--- src/rtl/user_reg_pkg.sv ---
// user_reg_pkg: shared widths, timeout data and FSM encodings for the user register master
package user_reg_pkg;
  localparam int ADDR_W = 20;
  localparam int DATA_W = 32;
  localparam logic [DATA_W-1:0] TIMEOUT_DATA = 32'hDEADBEEF;
  typedef enum logic [1:0] {IDLE, WR, RD_WAIT, RD_DONE} acc_state_t;
  typedef enum logic [1:0] {INT_IDLE, INT_MSI, INT_ACK, INT_LOW} int_state_t;
endpackage

--- src/rtl/user_intr_ctrl.sv ---
// user_intr_ctrl: turns a level interrupt into one MSI request and one user ack pulse
//   clk, rst_n        clock, synchronous active-low reset
//   intr_req          level interrupt request from user logic
//   intr_ack          one-cycle ack back to user logic
//   msi_req, msi_ack  MSI handshake with the PCIe core
module user_intr_ctrl
  import user_reg_pkg::*;
(
  input  logic clk,
  input  logic rst_n,
  input  logic intr_req,
  output logic intr_ack,
  output logic msi_req,
  input  logic msi_ack
);
  int_state_t state, state_d;
  always_ff @(posedge clk) state <= !rst_n ? INT_IDLE : state_d;
  always_comb begin
    state_d  = state;
    msi_req  = state == INT_MSI;
    intr_ack = state == INT_ACK;
    case (state)
      INT_IDLE: state_d = intr_req ? INT_MSI : INT_IDLE;
      INT_MSI:  state_d = msi_ack ? INT_ACK : INT_MSI;
      INT_ACK:  state_d = INT_LOW;
      INT_LOW:  state_d = intr_req ? INT_LOW : INT_IDLE;
      default:  state_d = INT_IDLE;
    endcase
  end
endmodule

--- src/rtl/user_reg_master.sv ---
// user_reg_master: bridges host register commands to user-logic strobes, with read timeout and MSI forwarding
//   i_user_clk, i_rst        clock, synchronous active-low reset
//   i_host_*, o_host_*       host command side (write/read strobes, busy, read result)
//   o_user_*, i_user_*       user logic side (strobes, address, data, read ack)
//   i_intr_req, o_intr_ack   level interrupt handshake with user logic
//   o_msi_req, i_msi_ack     MSI handshake with the PCIe core
module user_reg_master
  import user_reg_pkg::*;
#(
  parameter int unsigned RD_TIMEOUT = 256
) (
  input  logic              i_user_clk,
  input  logic              i_rst,
  input  logic              i_host_wr_req,
  input  logic              i_host_rd_req,
  input  logic [ADDR_W-1:0] i_host_addr,
  input  logic [DATA_W-1:0] i_host_wdata,
  output logic              o_host_busy,
  output logic [DATA_W-1:0] o_host_rd_data,
  output logic              o_host_rd_valid,
  output logic              o_host_rd_timeout,
  output logic              o_user_wr_req,
  output logic              o_user_rd_req,
  output logic [ADDR_W-1:0] o_user_addr,
  output logic [DATA_W-1:0] o_user_data,
  input  logic [DATA_W-1:0] i_user_data,
  input  logic              i_user_rd_ack,
  input  logic              i_intr_req,
  output logic              o_intr_ack,
  output logic              o_msi_req,
  input  logic              i_msi_ack
);
  acc_state_t  state, state_d;
  logic [15:0] cnt;
  logic        to_flag;
  logic        last;
  logic        idle;
  always_comb begin
    idle              = state == IDLE;
    last              = cnt == 16'(RD_TIMEOUT - 1);
    o_host_busy       = !idle;
    o_user_wr_req     = state == WR;
    o_host_rd_valid   = state == RD_DONE;
    o_host_rd_timeout = (state == RD_DONE) && to_flag;
    state_d           = state;
    case (state)
      IDLE:    state_d = i_host_wr_req ? WR : i_host_rd_req ? RD_WAIT : IDLE;
      WR:      state_d = IDLE;
      RD_WAIT: state_d = (i_user_rd_ack || last) ? RD_DONE : RD_WAIT;
      RD_DONE: state_d = IDLE;
      default: state_d = IDLE;
    endcase
  end
  always_ff @(posedge i_user_clk) begin
    if (!i_rst) begin
      state          <= IDLE;
      cnt            <= '0;
      to_flag        <= 1'b0;
      o_user_rd_req  <= 1'b0;
      o_user_addr    <= '0;
      o_user_data    <= '0;
      o_host_rd_data <= '0;
    end else begin
      state         <= state_d;
      o_user_rd_req <= idle && i_host_rd_req && !i_host_wr_req;
      cnt           <= (state == RD_WAIT) ? cnt + 16'd1 : '0;
      if (idle && (i_host_wr_req || i_host_rd_req)) o_user_addr <= i_host_addr;
      if (idle && i_host_wr_req) o_user_data <= i_host_wdata;
      // an ack on the final counted cycle still beats the timeout
      if (state == RD_WAIT && i_user_rd_ack) begin
        o_host_rd_data <= i_user_data;
        to_flag        <= 1'b0;
      end else if (state == RD_WAIT && last) begin
        o_host_rd_data <= TIMEOUT_DATA;
        to_flag        <= 1'b1;
      end
    end
  end
  user_intr_ctrl u_intr (
    .clk      (i_user_clk),
    .rst_n    (i_rst),
    .intr_req (i_intr_req),
    .intr_ack (o_intr_ack),
    .msi_req  (o_msi_req),
    .msi_ack  (i_msi_ack)
  );
endmodule
--- config.mk ---
export PLATFORM = sky130hd
export DESIGN_NAME = user_reg_master
export DESIGN_NICKNAME = d
export VERILOG_FILES = /design/src/rtl/user_reg_pkg.sv /design/src/rtl/user_intr_ctrl.sv /design/src/rtl/user_reg_master.sv
export SDC_FILE = /design/constraint.sdc
export NUM_CORES = 1
export LEC_CHECK = 0
export BUFFER_PORTS_ARGS = -buffer_cell sky130_fd_sc_hd__buf_2
export CORE_ASPECT_RATIO = 1.2
export CORE_MARGIN = 5
export CORE_UTILIZATION = 51
export CTS_CLUSTER_SIZE = 20
export DETAILED_ROUTE_END_ITERATION = 10
export GPL_TIMING_DRIVEN = 0
export MAX_ROUTING_LAYER = met4
export PLACE_DENSITY = 0.85
export SKIP_LAST_GASP = 1
export SYNTH_ARGS = -nofsm -noshare
export SYNTH_HDL_FRONTEND = slang
export SYNTH_HIERARCHICAL = 1
export SYNTH_SLANG_ARGS = --single-unit
--- constraint.sdc ---
create_clock -name i_user_clk -period 3.5 [get_ports i_user_clk]
set_clock_uncertainty 0.2 [all_clocks]
set_input_delay 0.7 -clock i_user_clk [delete_from_list [all_inputs] [get_ports i_user_clk]]
set_output_delay 0.7 -clock i_user_clk [all_outputs]
set_load 0.005 [all_outputs]
* After elaboration in Yosys (flattened, before gate mapping)
Cells that the tools add are included.
** Operators by class
- Muxes and demuxes :: 10
- Reductions and logical operators :: 17
- Bitwise operators :: 1
- Add/subtract/negate cells :: 1
- Equality and inequality tests :: 7
** Operator list (number)
- $mux 32 :: 2
- $add 16x1->16 const B :: 1
- $eq 16x8->1 const B :: 1
- $eq 2x2->1 const B :: 4
- $mux 2 :: 4
- $pmux 2 s4 :: 1
- $logic_and 1x1->1 :: 7
- $pmux 2 s3 :: 1
- $eq 2x1->1 const B :: 2
- $logic_not 2->1 :: 2
- $reduce_or 2->1 :: 2
- $logic_not 1->1 :: 2
- $logic_or 1x1->1 :: 2
- $mux 1 :: 2
- $reduce_and 2->1 :: 1
- $reduce_bool 2->1 :: 1
- $not 1->1 :: 1
** Word-level totals
- Output and inout port bits :: 91
- Flip-flop bits (word level) :: 106
- Logic and storage cells :: 44

* Depth between registers and ports, before layout
- Word-level depth :: 4
- Mapped depth :: 8
- Depth with buffers taken out :: 5

* Hierarchy
The synthesis kept the hierarchy.
** By module, submodules not included
- user_reg_master :: seq. area each 2082.0 um^2, area an instance 4121.5 um^2, cells an instance 480, times used 1
- user_intr_ctrl :: seq. area each 40.0 um^2, area an instance 93.8 um^2, cells an instance 10, times used 1

* Least setup slack after synthesis
No wires, ideal clock.
- Path type :: input to register
- From :: input i_user_rd_ack
- To :: register o_host_rd_data[31]
- Path buffers :: 3
- Data arrival time :: 1.805 ns
- Data required time :: 3.239 ns
- Path slack :: 1.435 ns
- Stages on the path :: 7
- Path through :: nand3b_4 > and2_4 > buf_6 > or4b_1 > buf_2 > buf_6 > nand3_2
** Between the ends
- Longest elaborated chain between the ends :: 2
- Elaborated cells on any way between the ends :: 3
- Those cells by class :: 1 x mux; 2 x reduce/logical
** Ends and longest elaborated chain
- start, declared :: RTL line user_reg_master.sv:27 : input logic i_user_rd_ack,
- $logic_and 1x1->1 (*) :: RTL line user_reg_master.sv:70 : if (state == RD_WAIT && i_user_rd_ack) begin
- $mux 32 or $reduce_bool 2->1 (tied branches)
- end signal, assigned :: RTL line user_reg_master.sv:71 : o_host_rd_data <= i_user_data;
- end, declared :: RTL line user_reg_master.sv:19 : output logic [DATA_W-1:0] o_host_rd_data,
Every way passes the cells marked *; elsewhere a longest branch is shown, timed or not.
A chain may end at the register's enable or synchronous reset.

==> impl_metrics.py <==
metrics = {
    "worst_setup_path": {
        "worstPathCellList": "buf_2, nor2_1, inv_1, buf_2",
        "regToRegEndpoint": "o_host_rd_data[29]",
        "timing.reg2reg.worst_path_depth": 5,
        "worst_ep_arrival_time_ps": 1340,
        "worst-setup-path-type": "reg2out",
        "critical_path_required_ps": 2600,
        "critical_path_buf_inv_count": 3,
        "timing.critical_path.mode_cell": "buf_2",
        "crit_family": "buffers and inverters",
        "critPathLaunchType": "register",
        "maximum_fanout_count_along_the_critical_path": 9,
        "end_kind": "output port",
        "worst_path_max_delay_cell": "dfxtp_1",
        "critPathMaxStageDelay_ps": 300,
        "worst_r2r_startpoint": "cnt[2]",
        "setup.reg_to_reg.worst_slack_ps": 1270,
    },
    "timing": {
        "timing.slew.headroom": 0.355,
        "rsz_0062_raised_after_global_routing": "no",
        "layout_min_cycle_time_ps": 2240,
        "drv_slew": 0,
        "worst_slew_pin_slew_ps": 960,
        "timing.final.crit_share": 0.641,
        "report.final.setup_viol": 0,
        "fmax_ghz": 0.446,
        "post-route-worst-setup-slack_ps": 1260,
        "final_hold_viol_count": 0,
        "finalSetupTns_ps": 0,
    },
    "grt": {
        "grt_pass1_wl_mm": 18.3,
        "gr-usage-all-layers": 0.231,
        "gr-total-overflow": 0,
        "first_global_vias": 4136,
        "grt_antenna_before_repair": 0,
        "grt_start_max_net_pins": 17,
    },
    "clock_network": {
        "post_cts_buffers": 0,
        "cts_root_buffer": "clkbuf_8",
        "clk_pin_slew_worst_paths_ps": 90,
        "insertion_delay_ps": 370,
        "clock_sink_count": 106,
        "cts_hold_buffers": 0,
        "cts_tree": "built",
        "cts_max_level": 3,
        "cts.repair.resized": 0,
        "cts_buffer_depth": 2,
        "cts_made_buffers": 9,
    },
    "placement": {
        "gp_congestion": 0.851,
        "io_buffers": 181,
        "dp_hpwl_mm": 8.80,
        "numPlacedInstances": 766,
        "dp_worst_setup_slack_ps": 1140,
        "placement.cell_area_mm2": 0.00524,
    },
    "route": {
        "routed_wire_length_per_instance_um": 14.8,
        "drcViolationCount": 0,
        "drt-initial-drc-count": 195,
        "detail_route.vias_per_cell": 5.24,
        "vias": 4094,
        "wl_mm": 11.6,
        "final_antenna_net_count": 0,
        "first_pass_iters": 6,
    },
    "synthesis": {
        "ys_seq_area_frac": 0.503,
        "synth_edf_count": 0,
        "synth_xor_area_frac": 0.0229,
        "ys_types": 37,
        "largest_family_of_logic_cells_by_synthesized_area": "simple AND/OR/NAND/NOR gates",
        "synth-simple-area-share": 0.308,
        "yosysWarnings": 6,
        "ys_ff_latch": 106,
        "ys_async_sr_fraction": 0,
        "synth_compound_gate_area_share": 0.121,
        "syn-instance-count": 490,
        "average_cell_area_after_synthesis_um2": 8.60,
        "net_count_synth": 582,
        "muxShareOfSynthArea": 0.00237,
        "dominantRegCellSynth": "dfxtp_1",
        "adder_and_majority_gate_portion_of_the_synthesized_area": 0.00297,
        "cell_area_after_technology_mapping_mm2": 0.00422,
    },
    "flow_run": {
        "maxCapViolCount": 0,
    },
    "floorplan": {
        "floorplan.die_area_mm2": 0.0102,
        "pin_count": 182,
        "core-area_mm2": 0.00811,
        "floorplan.rows": 36,
        "die_x_um": 93.0,
        "die_h_um": 110,
        "floorplan.initialDensity": 0.520,
    },
    "cells_and_area": {
        "syn_to_final_growth_pct": 28.4,
        "fraction_of_final_layout_cells_with_drive_strength_greater_than_1": 0.326,
        "final_cell_area_mm2": 0.00541,
        "nets_finish": 774,
        "num_antenna_cells": 0,
        "final_cell_count_no_fill": 782,
    },
    "hold_path": {
        "hold_path_end": "cnt[0]",
        "worstHoldStart": "cnt[0]",
        "timing.hold.worst_path_depth": 1,
        "hp-class": "reg2reg",
    },
    "power": {
        "irDropWorstVdd_uv": 318,
        "power-per-cell-area_mw_per_mm2": 417,
        "total_leakage_power_uw": 0.00265,
    },
    "run_status": {
        "run_status": "completed",
    },
}
cells in the final DEF, fill, tap and decap left out, types with 4 or more instances in the layout:
cell type  synthesis  final
a21oi_1            4      4
o21ai_0           10     10
buf_2              3    184
clkbuf_1          30     31
and2_1             7      7
xnor2_1            4      4
nand3_1           58     58
a21boi_0          52     52
nand4_1            5      5
nor4_1             4      4
nor2_1            16     16
nand3_2           19     19
dfxtp_1          106    106
xor2_1             7      7
nand2_1          130    130
clkbuf_8           0     10
cells in the mapped netlist (all sizes together) (2+ instances only):
cell type,instances,area share
nand2,131,0.12
a21boi,52,0.093
nor4,4,0.0059
xnor2,4,0.0083
xor2,7,0.015
nor3,3,0.0036
o21a,3,0.0053
dfxtp,106,0.50
buf,6,0.012
clkbuf,30,0.027
and3b,2,0.0042
and3,3,0.0045
a21oi,4,0.0047
nand3b,2,0.0065
nor2,16,0.014
and2b,2,0.0036
nand4,5,0.0074
and2,8,0.012
o21ai,10,0.012
nand3,77,0.11
inv,2,0.0018
nor2b,3,0.0045
logic make-up after synthesis:
| logic type | count (synthesis) |
|---|---|
| AOI/OAI and AO/OA | 72 |
| xor gates and xnor gates | 11 |
| adders and majority gates | 1 |
| buffers and inverters | 38 |
| DFF | 106 |
| muxes | 1 |
| and+or+nand+nor | 261 |
worst max-delay path by stage:
stage          slack, ps  cells after the start                  to          start
3_3_place_gp        1160                      8  o_host_rd_data[15]  i_user_rd_ack
3_5_place_dp        1140                      8   o_host_rd_data[5]  i_user_rd_ack
2_1_floorplan       1430                      7  o_host_rd_data[31]  i_user_rd_ack
6_report            1260                      4         o_host_busy       state[1]
5_1_grt             1030                      4   o_host_rd_data[4]         cnt[8]
4_1_cts             1210                      5  o_host_rd_data[29]         cnt[2]
state kept, by name (all words and copies together), names as in the netlist:
name            cells
to_flag             1
state               2
o_user_addr        20
u_intr/state        2
cnt                16
o_host_rd_data     32
o_user_data        32
o_user_rd_req       1
worst register-to-register path: stages (launching register included):
cell,delay [ps]
dfxtp_1,420
and4_1,190
buf_2,160
nand2_1,80
nor3_1,770
o21ai_0,250
power breakdown:
part	internal, uW	switching [uW]	total (uW)
sequential	1260	29.9	1290
clock	275	404	679
combinational	131	156	287
final cells by class:
cell class / instances / area [um^2]
well taps: 95 / 119
fillers: 725 / 2700
clock buffers: 11 / 141
flip-flops and latches: 106 / 2120
clock inverters: 5 / 30.0
inverters: 2 / 7.51
multi-input cells: 346 / 1920
plain buffers: 36 / 161
repair buffers: 181 / 906
stage by stage:
| stage | hold slack, ps | util | power, uW |
|---|---|---|---|
| 3_3_place_gp | 222 | 0.646 | 1590 |
| 4_1_cts | 246 | 0.667 | 2270 |
| 5_1_grt | 283 | 0.667 | 2360 |
| 2_1_floorplan | 213 | - | 1450 |
| 3_5_place_dp | 232 | 0.646 | 1610 |
| 6_report | 241 | 0.667 | 2260 |
metal layers:
layer,GRT usage,vias to the layer above,wire length [um]
met2,0.403,120,5940
li1,-,2015,-
met5,-,-,0
met3,0.0418,39,596
met4,0.131,0,444
met1,0.246,1920,4580
Power figures use the tool's default switching activity.
